File: config.mk
export PLATFORM = sky130hd
export DESIGN_NAME = ps2_command_tx
export DESIGN_NICKNAME = d
export VERILOG_FILES = /design/src/rtl/ps2_command_tx.sv
export SDC_FILE = /design/constraint.sdc
export NUM_CORES = 1
export LEC_CHECK = 0
export CORE_MARGIN = 2
export CORE_UTILIZATION = 35
export CTS_CLUSTER_SIZE = 20
export DETAILED_ROUTE_END_ITERATION = 8
export DONT_BUFFER_PORTS = 1
export GPL_ROUTABILITY_DRIVEN = 0
export PLACE_DENSITY = 0.59
export SYNTH_ARGS = -nofsm -noshare
export SYNTH_HDL_FRONTEND = slang
export SYNTH_SLANG_ARGS = --single-unit
File: constraint.sdc
create_clock -name CLOCK_50 -period 7.4 [get_ports CLOCK_50]
set_input_delay 0.74 -clock CLOCK_50 [delete_from_list [all_inputs] [get_ports CLOCK_50]]
set_output_delay 0.74 -clock CLOCK_50 [all_outputs]
set_load 0.02 [all_outputs]
File: src/rtl/ps2_command_tx.sv
// Host-to-device PS/2 command transmitter: inhibits the bus, issues a request-to-send,
// shifts one byte plus odd parity and stop out on the device clock, and checks the device ACK.
module ps2_command_tx #(
    parameter int CLK_INHIBIT_CYCLES = 5000,
    parameter int REQ_SETUP_CYCLES   = 500,
    parameter int START_TIMEOUT      = 750000,
    parameter int XFER_TIMEOUT       = 100000
) (
    input  logic       CLOCK_50,
    input  logic       reset,
    input  logic       send_cmd,
    input  logic [7:0] cmd_data,
    input  logic       ps2_clk_in,
    input  logic       ps2_dat_in,
    output logic       ps2_clk_oe,
    output logic       ps2_dat_oe,
    output logic       busy,
    output logic       cmd_sent,
    output logic       tx_error,
    output logic [1:0] error_code
);

    localparam int MAX_A   = (CLK_INHIBIT_CYCLES > REQ_SETUP_CYCLES) ? CLK_INHIBIT_CYCLES : REQ_SETUP_CYCLES;
    localparam int MAX_B   = (START_TIMEOUT > XFER_TIMEOUT) ? START_TIMEOUT : XFER_TIMEOUT;
    localparam int MAX_CYC = (MAX_A > MAX_B) ? MAX_A : MAX_B;
    localparam int CNT_W   = $clog2(MAX_CYC + 1);

    localparam logic [CNT_W-1:0] INHIBIT_LOAD = CNT_W'(CLK_INHIBIT_CYCLES - 1);
    localparam logic [CNT_W-1:0] REQ_LOAD     = CNT_W'(REQ_SETUP_CYCLES - 1);
    localparam logic [CNT_W-1:0] START_LOAD   = CNT_W'(START_TIMEOUT - 1);
    localparam logic [CNT_W-1:0] XFER_LOAD    = CNT_W'(XFER_TIMEOUT - 1);
    localparam logic [CNT_W-1:0] CNT_ZERO     = CNT_W'(0);
    localparam logic [CNT_W-1:0] CNT_ONE      = CNT_W'(1);

    localparam logic [2:0] ST_IDLE       = 3'd0;
    localparam logic [2:0] ST_INHIBIT    = 3'd1;
    localparam logic [2:0] ST_REQ        = 3'd2;
    localparam logic [2:0] ST_WAIT_FIRST = 3'd3;
    localparam logic [2:0] ST_SHIFT      = 3'd4;
    localparam logic [2:0] ST_ACK        = 3'd5;
    localparam logic [2:0] ST_WAIT_IDLE  = 3'd6;
    localparam logic [2:0] ST_FAIL       = 3'd7;

    function automatic logic odd_parity(input logic [7:0] d);
        return ~^d;
    endfunction

    logic       clk_meta_r, clk_sync_r, clk_prev_r;
    logic       dat_meta_r, dat_sync_r;
    logic       fe_s;
    logic [2:0] state_r;
    logic [CNT_W-1:0] cnt_r;
    logic [9:0] frame_r;
    logic [3:0] fe_cnt_r;

    assign fe_s = clk_prev_r & ~clk_sync_r;

    // Two-flop synchronizers for both lines plus the delayed clock used for edge detection.
    always_ff @(posedge CLOCK_50) begin
        if (reset) begin
            clk_meta_r <= 1'b1;
            clk_sync_r <= 1'b1;
            clk_prev_r <= 1'b1;
            dat_meta_r <= 1'b1;
            dat_sync_r <= 1'b1;
        end else begin
            clk_meta_r <= ps2_clk_in;
            clk_sync_r <= clk_meta_r;
            clk_prev_r <= clk_sync_r;
            dat_meta_r <= ps2_dat_in;
            dat_sync_r <= dat_meta_r;
        end
    end

    // Transmit sequencer; line enables and status flags are registered alongside the state.
    always_ff @(posedge CLOCK_50) begin
        if (reset) begin
            state_r    <= ST_IDLE;
            cnt_r      <= CNT_ZERO;
            frame_r    <= 10'd0;
            fe_cnt_r   <= 4'd0;
            ps2_clk_oe <= 1'b0;
            ps2_dat_oe <= 1'b0;
            busy       <= 1'b0;
            cmd_sent   <= 1'b0;
            tx_error   <= 1'b0;
            error_code <= 2'b00;
        end else begin
            cmd_sent <= 1'b0;
            tx_error <= 1'b0;
            case (state_r)
                ST_IDLE: begin
                    if (send_cmd) begin
                        frame_r    <= {1'b1, odd_parity(cmd_data), cmd_data};
                        error_code <= 2'b00;
                        busy       <= 1'b1;
                        ps2_clk_oe <= 1'b1;
                        ps2_dat_oe <= 1'b0;
                        cnt_r      <= INHIBIT_LOAD;
                        fe_cnt_r   <= 4'd0;
                        state_r    <= ST_INHIBIT;
                    end
                end
                ST_INHIBIT: begin
                    if (cnt_r == CNT_ZERO) begin
                        ps2_dat_oe <= 1'b1;
                        cnt_r      <= REQ_LOAD;
                        state_r    <= ST_REQ;
                    end else begin
                        cnt_r <= cnt_r - CNT_ONE;
                    end
                end
                ST_REQ: begin
                    if (cnt_r == CNT_ZERO) begin
                        ps2_clk_oe <= 1'b0;
                        cnt_r      <= START_LOAD;
                        state_r    <= ST_WAIT_FIRST;
                    end else begin
                        cnt_r <= cnt_r - CNT_ONE;
                    end
                end
                ST_WAIT_FIRST: begin
                    if (fe_s) begin
                        ps2_dat_oe <= ~frame_r[0];
                        frame_r    <= {1'b1, frame_r[9:1]};
                        fe_cnt_r   <= 4'd1;
                        cnt_r      <= XFER_LOAD;
                        state_r    <= ST_SHIFT;
                    end else if (cnt_r == CNT_ZERO) begin
                        ps2_dat_oe <= 1'b0;
                        tx_error   <= 1'b1;
                        error_code <= 2'b01;
                        state_r    <= ST_FAIL;
                    end else begin
                        cnt_r <= cnt_r - CNT_ONE;
                    end
                end
                ST_SHIFT: begin
                    // The transfer timer keeps running across edges so it bounds the whole frame.
                    if (cnt_r != CNT_ZERO) begin
                        cnt_r <= cnt_r - CNT_ONE;
                    end
                    if (fe_s) begin
                        ps2_dat_oe <= ~frame_r[0];
                        frame_r    <= {1'b1, frame_r[9:1]};
                        fe_cnt_r   <= fe_cnt_r + 4'd1;
                        if (fe_cnt_r == 4'd9) begin
                            state_r <= ST_ACK;
                        end
                    end else if (cnt_r == CNT_ZERO) begin
                        ps2_dat_oe <= 1'b0;
                        tx_error   <= 1'b1;
                        error_code <= 2'b10;
                        state_r    <= ST_FAIL;
                    end
                end
                ST_ACK: begin
                    if (cnt_r != CNT_ZERO) begin
                        cnt_r <= cnt_r - CNT_ONE;
                    end
                    if (fe_s) begin
                        fe_cnt_r <= 4'd11;
                        if (!dat_sync_r) begin
                            cmd_sent <= 1'b1;
                            state_r  <= ST_WAIT_IDLE;
                        end else begin
                            tx_error   <= 1'b1;
                            error_code <= 2'b11;
                            state_r    <= ST_FAIL;
                        end
                    end else if (cnt_r == CNT_ZERO) begin
                        tx_error   <= 1'b1;
                        error_code <= 2'b10;
                        state_r    <= ST_FAIL;
                    end
                end
                ST_FAIL: begin
                    ps2_clk_oe <= 1'b0;
                    ps2_dat_oe <= 1'b0;
                    state_r    <= ST_WAIT_IDLE;
                end
                ST_WAIT_IDLE: begin
                    ps2_clk_oe <= 1'b0;
                    ps2_dat_oe <= 1'b0;
                    if (clk_sync_r && dat_sync_r) begin
                        busy    <= 1'b0;
                        state_r <= ST_IDLE;
                    end
                end
                default: begin
                    ps2_clk_oe <= 1'b0;
                    ps2_dat_oe <= 1'b0;
                    busy       <= 1'b0;
                    state_r    <= ST_IDLE;
                end
            endcase
        end
    end

endmodule

After elaboration in Yosys (flattened, before gate mapping)
Index checks and enable logic that the tools add are counted.

cells by class
  $add $sub $neg = 2
  equal/unequal tests = 24
  muxes and demuxes = 49
  bitwise operators = 5
  reduce and logical (&&, ||, !) cells = 23

operators with widths
  kind                   count
  $mux 20                6
  $pmux 20 s5            1
  $mux 3                 9
  $pmux 3 s8             1
  $logic_not 20->1       1
  $mux 10                2
  $ne 2x2->1 const B     10
  $pmux 10 s2            1
  $reduce_bool 20->1     1
  $sub 20x1->20 const B  1
  $mux 4                 4
  $pmux 4 s4             1
  $mux 2                 7
  $eq 3x3->1 const B     4
  $mux 1                 12
  $reduce_and 5->1       2
  $ne 3x3->1 const B     3
  $reduce_and 3->1       3
  $pmux 2 s4             1
  $reduce_and 4->1       2
  $reduce_bool 4->1      2
  $reduce_xnor 8->1      1
  $eq 3x2->1 const B     2
  $reduce_and 6->1       1
  other kinds (17)       25

word-level totals
  register bits = 49
  input bits = 13

Longest topological paths before layout
  word-level depth = 4
  gate-level depth with buffers = 10
  gate-level depth less buffers = 8

Least setup slack after synthesis
Ideal clock, no wire load.

  path kind = register -> register
  start point = reg cnt_r[1]
  end point = reg cnt_r[12]
  data arrival time = 2,516 ps
  path slack = 4,750 ps
  stages on the path, launching flop included = 11
  path through = dfxtp_1 inv_1 ha_1 or3b_2 or4_1 buf_2 o31a_1 or2_1 buf_6 o22ai_1 a211oi_1

between the ends
  cells in the longest elaborated chain, start to end = 4
  elaborated cells between the ends (all ways) = 12
  classes of those cells = 1 x add/sub; 2 x eq/ne; 6 x mux; 3 x reduce/logical

ends and longest elaborated chain
  element                 line  source
  from (decl)             52    logic [CNT_W-1:0] cnt_r;
  from (signal assigned)  110   cnt_r <= cnt_r - CNT_ONE;
  from (signal assigned)  119   cnt_r <= cnt_r - CNT_ONE;
  from (signal assigned)  135   cnt_r <= cnt_r - CNT_ONE;
  $sub 20x1->20           n/a
  $mux 20                 129   end else if (cnt_r == CNT_ZERO) begin
  $mux 20                 123   if (fe_s) begin
  $pmux 20 s5             91    case (state_r)

Parallel ways exist; a longest one is shown, timed or not. The select of a mux whose other input is x is not followed.
A chain may end at the register's enable or synchronous reset.

Worst setup path after layout
  start point = reg cnt_r[1]
  end point = reg cnt_r[5]

Same word-level chain as after synthesis.

==> summary.md <==
| Metric | Value |
|---|---|
| Outcome | `finished clean` |
| Non-filler cells, final | `slightly below 500` |
| Post-Place Cell Area | `a little over 3000 um^2` |
| Setup CP Type | `reg2reg` |
| Post-synth EDFFs | `0` |
| Fill cells | `about 860` |
| Clk sink count | `~50` |
| Post-Syn Nets | `412` |
| Via count | `3028` |
| Row count | `33` |
| Cell count of the worst hold path | `1` |
| Clock tree buffer depth | `2` |
| Ys async rst share | `0%` |
| Worst hold path startpoint | `dat_meta_r` |
| Final setup violation count | `0` |
| Worst-path clk slew | `~100 ps` |
| DP Wirelength | `~6000 um` |
| Slew Limit Fails | `0` |
| Hold crit path type | `reg2reg` |
| Avg Cell Area, Syn | `7.65 um^2` |
| Achievable Freq | `~320 MHz` |
| I/O pin total | `20` |
| Port bufs | `0` |
| Worst-Skew Late Latency | `~310 ps` |
| Unrepaired setup endpoints after global routing | `no` |
| Die X | `between 90 and 100 um` |
| Routed len/inst | `17.5 um` |
| Hold EP | `dat_sync_r` |
| Clk root buf | `clkbuf_8` |
| Number of global-route vias before repair | `approximately 2800` |
| Synth area leaders | `dfxtp_1 32%, nor2_1 4.8%, o21ai_0 4.3%` |
| Leakage | `around 1.2 nW` |
| Layout area overhead | `5.46%` |
| Final WL | `roughly 8500 um` |
| Placed Cells | `roughly 480` |
| VDD IR max | `roughly 0.090 mV` |
| Critical Path, Cell by Cell | `inv_1, ha_1, or3b_2, nor4_1, a31oi_1, nand2_1, nor2_1, a211o_1` |
| GRT Util Overall | `~18%` |
| Yosys cell types | `60` |
| TNS Setup | `0 ps` |
| Antenna violations before repair | `0` |
| Multi-input gate area | `around 1900 um^2` |
| Clk pwr share | `just under 30%` |
| FF-to-FF setup slack | `~4300 ps` |
| Yosys reg bits | `around 50` |
| Post-synthesis cell area | `between 3000 and 4000 um^2` |
| Hold_buf cts | `0` |
| Synth Warn # | `0` |
| Startpoint Class | `register` |
| CP delay by family, top | `simple AND/OR/NAND/NOR gates` |
| Final period utilization | `between 40% and 50%` |
| Hold Slack | `approximately 420 ps` |
| Worst slew pin tran | `~1100 ps` |
| First-pass GRT wire length | `about 14000 um` |
| Post-layout nets | `about 400` |
| Vias/cell | `~6.2` |
| Max Cap Viol | `0` |
| Slowest cell on the critical path | `nor4_1` |
| Relative max-transition margin | `27.6%` |
| Core area | `approximately 8300 um^2` |
| Main synth FF type | `dfxtp_1` |
| Critical path buffer and inverter count | `1` |
| Die Y | `just under 100 um` |
| Crit path DAT | `approximately 3300 ps` |
| Net switching power | `approximately 0.23 mW` |
| Htree depth | `2` |
| Crit-path max cell delay | `920 ps` |
| Full die area | `roughly 9400 um^2` |
| Setup crit end kind | `register` |
| Cell area power density | `approximately 210 nW/um^2` |
| Grt ovf | `0` |
| Fin util | `~38%` |
| CTS tree | `done` |
| 1st-pass router iterations | `6` |
| Post-DRT Antenna Nets | `0` |
| Inserted Diodes | `0` |
| DRC errors left | `0` |
| DRT iter0 DRCs | `~320` |
| Largest net degree at the start of global routing | `44` |
| Initial core utilization | `between 30% and 40%` |
| Ratio of cells with drive above 1 in the final layout | `6.32%` |
| Design Area, Final | `3190 um^2` |
| Register area | `981 um^2` |
| Sequential element share of the synthesized area | `32.5%` |
| Reg2Reg Launch Point | `cnt_r[1]` |
| Seq pwr share | `between 40 and 50%` |
| Setup Skew | `approximately 9.4 ps` |
| Worst flop-to-flop path endpoint | `cnt_r[5]` |
| Post-CTS Resized | `0` |
| Comb pwr share | `approximately 25%` |
| Critical path fanouts, max | `7` |
| Req. time, crit path | `between 7000 and 8000 ps` |
| Internal power | `between 0.4 and 0.5 mW` |
| FF-to-FF path depth | `8` |
| Cts bufs inserted | `5` |
| Fin crit period | `approximately 3100 ps` |
| Sw Ratio | `between 30% and 40%` |
| Cells after Synth | `between 300 and 400` |
| Post-CTS Setup Bufs | `0` |
| Synth top area share | `about a third` |
| Hold Fails Final Rpt | `0` |
| Yosys top cell by area | `dfxtp_1` |
==> cells in the final DEF (no fill, tap or decap), types with 5 or more instances in the layout <==
| cell | count |
|---|---|
| nor4_1 | 11 |
| or4_1 | 5 |
| o211ai_1 | 5 |
| o21ai_0 | 26 |
| and3_1 | 5 |
| nand3_1 | 10 |
| a31oi_1 | 8 |
| nand4_1 | 6 |
| or2_2 | 7 |
| a21o_1 | 7 |
| nand2_1 | 33 |
| clkbuf_8 | 5 |
| nor3_1 | 17 |
| a21oi_1 | 25 |
| a211oi_1 | 16 |
| nor2_1 | 39 |
| or3_1 | 5 |
| dfxtp_1 | 49 |
| inv_1 | 10 |
| o31ai_1 | 5 |
| xnor2_1 | 8 |
| mux2i_1 | 12 |
==> worst max path at each step <==
stage / from / end / slack, ps / depth (start not counted)
finish: cnt_r[1] / cnt_r[5] / 4280 / 8
global route: cnt_r[1] / cnt_r[5] / 4150 / 8
CTS: cnt_r[1] / cnt_r[3] / 4400 / 8
detailed placement: cnt_r[1] / cnt_r[3] / 4400 / 8
global placement: cnt_r[0] / cnt_r[5] / 4440 / 8
floorplan: cnt_r[1] / cnt_r[12] / 4750 / 10
==> worst register-to-register path, stage by stage (launching register included) <==
cell and delay [ps]:
dfxtp_1 350, inv_1 120, ha_1 160, or3b_2 470, nor4_1 920, a31oi_1 350, nand2_1 300, nor2_1 90
a211o_1 260
==> cell usage after synthesis (3+ instances only) <==
library cell,count
buf_1,3
nor4_1,11
nor2b_1,3
nor3_1,17
a31oi_1,8
o211ai_1,5
a2bb2oi_1,3
ha_1,4
o21ai_0,26
and2_1,3
or4_1,5
mux2i_1,12
and3_1,5
dfxtp_1,49
xnor2_1,8
nand4_1,6
or2_2,7
a21oi_1,25
inv_1,10
o31ai_1,5
or3_1,5
nand3_1,10
a211oi_1,16
xor2_1,3
nor3b_1,4
nor2_1,39
o22ai_1,3
a21o_1,7
nand2b_1,4
nand2_1,33
clkbuf_1,20
==> registers in the layout (all words and copies together), names as in the netlist <==
name,cells
busy,1
clk_meta_r,1
clk_prev_r,1
clk_sync_r,1
cmd_sent,1
cnt_r,20
dat_meta_r,1
dat_sync_r,1
error_code,2
fe_cnt_r,4
frame_r,10
ps2_clk_oe,1
ps2_dat_oe,1
state_r,3
tx_error,1
==> power by group through the flow <==
stage	clock network (mW)	registers, mW	logic, mW
floorplan	0	0.303	0.137
global placement	0	0.313	0.161
detailed placement	0	0.313	0.162
CTS	0.203	0.307	0.162
global route	0.213	0.311	0.183
finish	0.201	0.308	0.166
==> final cells by class <==
class	instances	area share (%)
Inverter	10	1.18
Multi-Input combinational cell	310	59.7
Timing Repair Buffer	3	0.706
Clock inverter	2	1.22
Sequential cell	49	30.8
Clock buffer	6	2.28
Tap cell	105	4.12
==> logic make-up after synthesis <==
kind of cell	Yosys count	share of synthesized area, %
AO/OA/AOI/OAI	123	27.1
XOR/XNOR	11	3.19
adder cells (fa/ha/maj)	4	1.66
buffers and inverters	36	4.80
flip-flops	49	32.5
multiplexers	12	3.97
AND/OR/NAND/NOR	160	26.9
==> routing by layer <==
metal,vias up,GRT usage (%),share of wire (%)
li1,1444,-,-
met1,1431,25.7,47
met2,136,27.7,44
met3,17,3.18,7.8
met4,0,5.42,1.6
met5,-,0,0
==> stage by stage <==
step | worst slack (ps) | power, mW
after floorplan | 4750 | 0.440
after global placement | 4440 | 0.473
after detailed placement | 4400 | 0.475
after CTS | 4400 | 0.673
after global routing | 4150 | 0.707
final | 4280 | 0.675
Note: power is estimated with default switching activity, not from simulation.
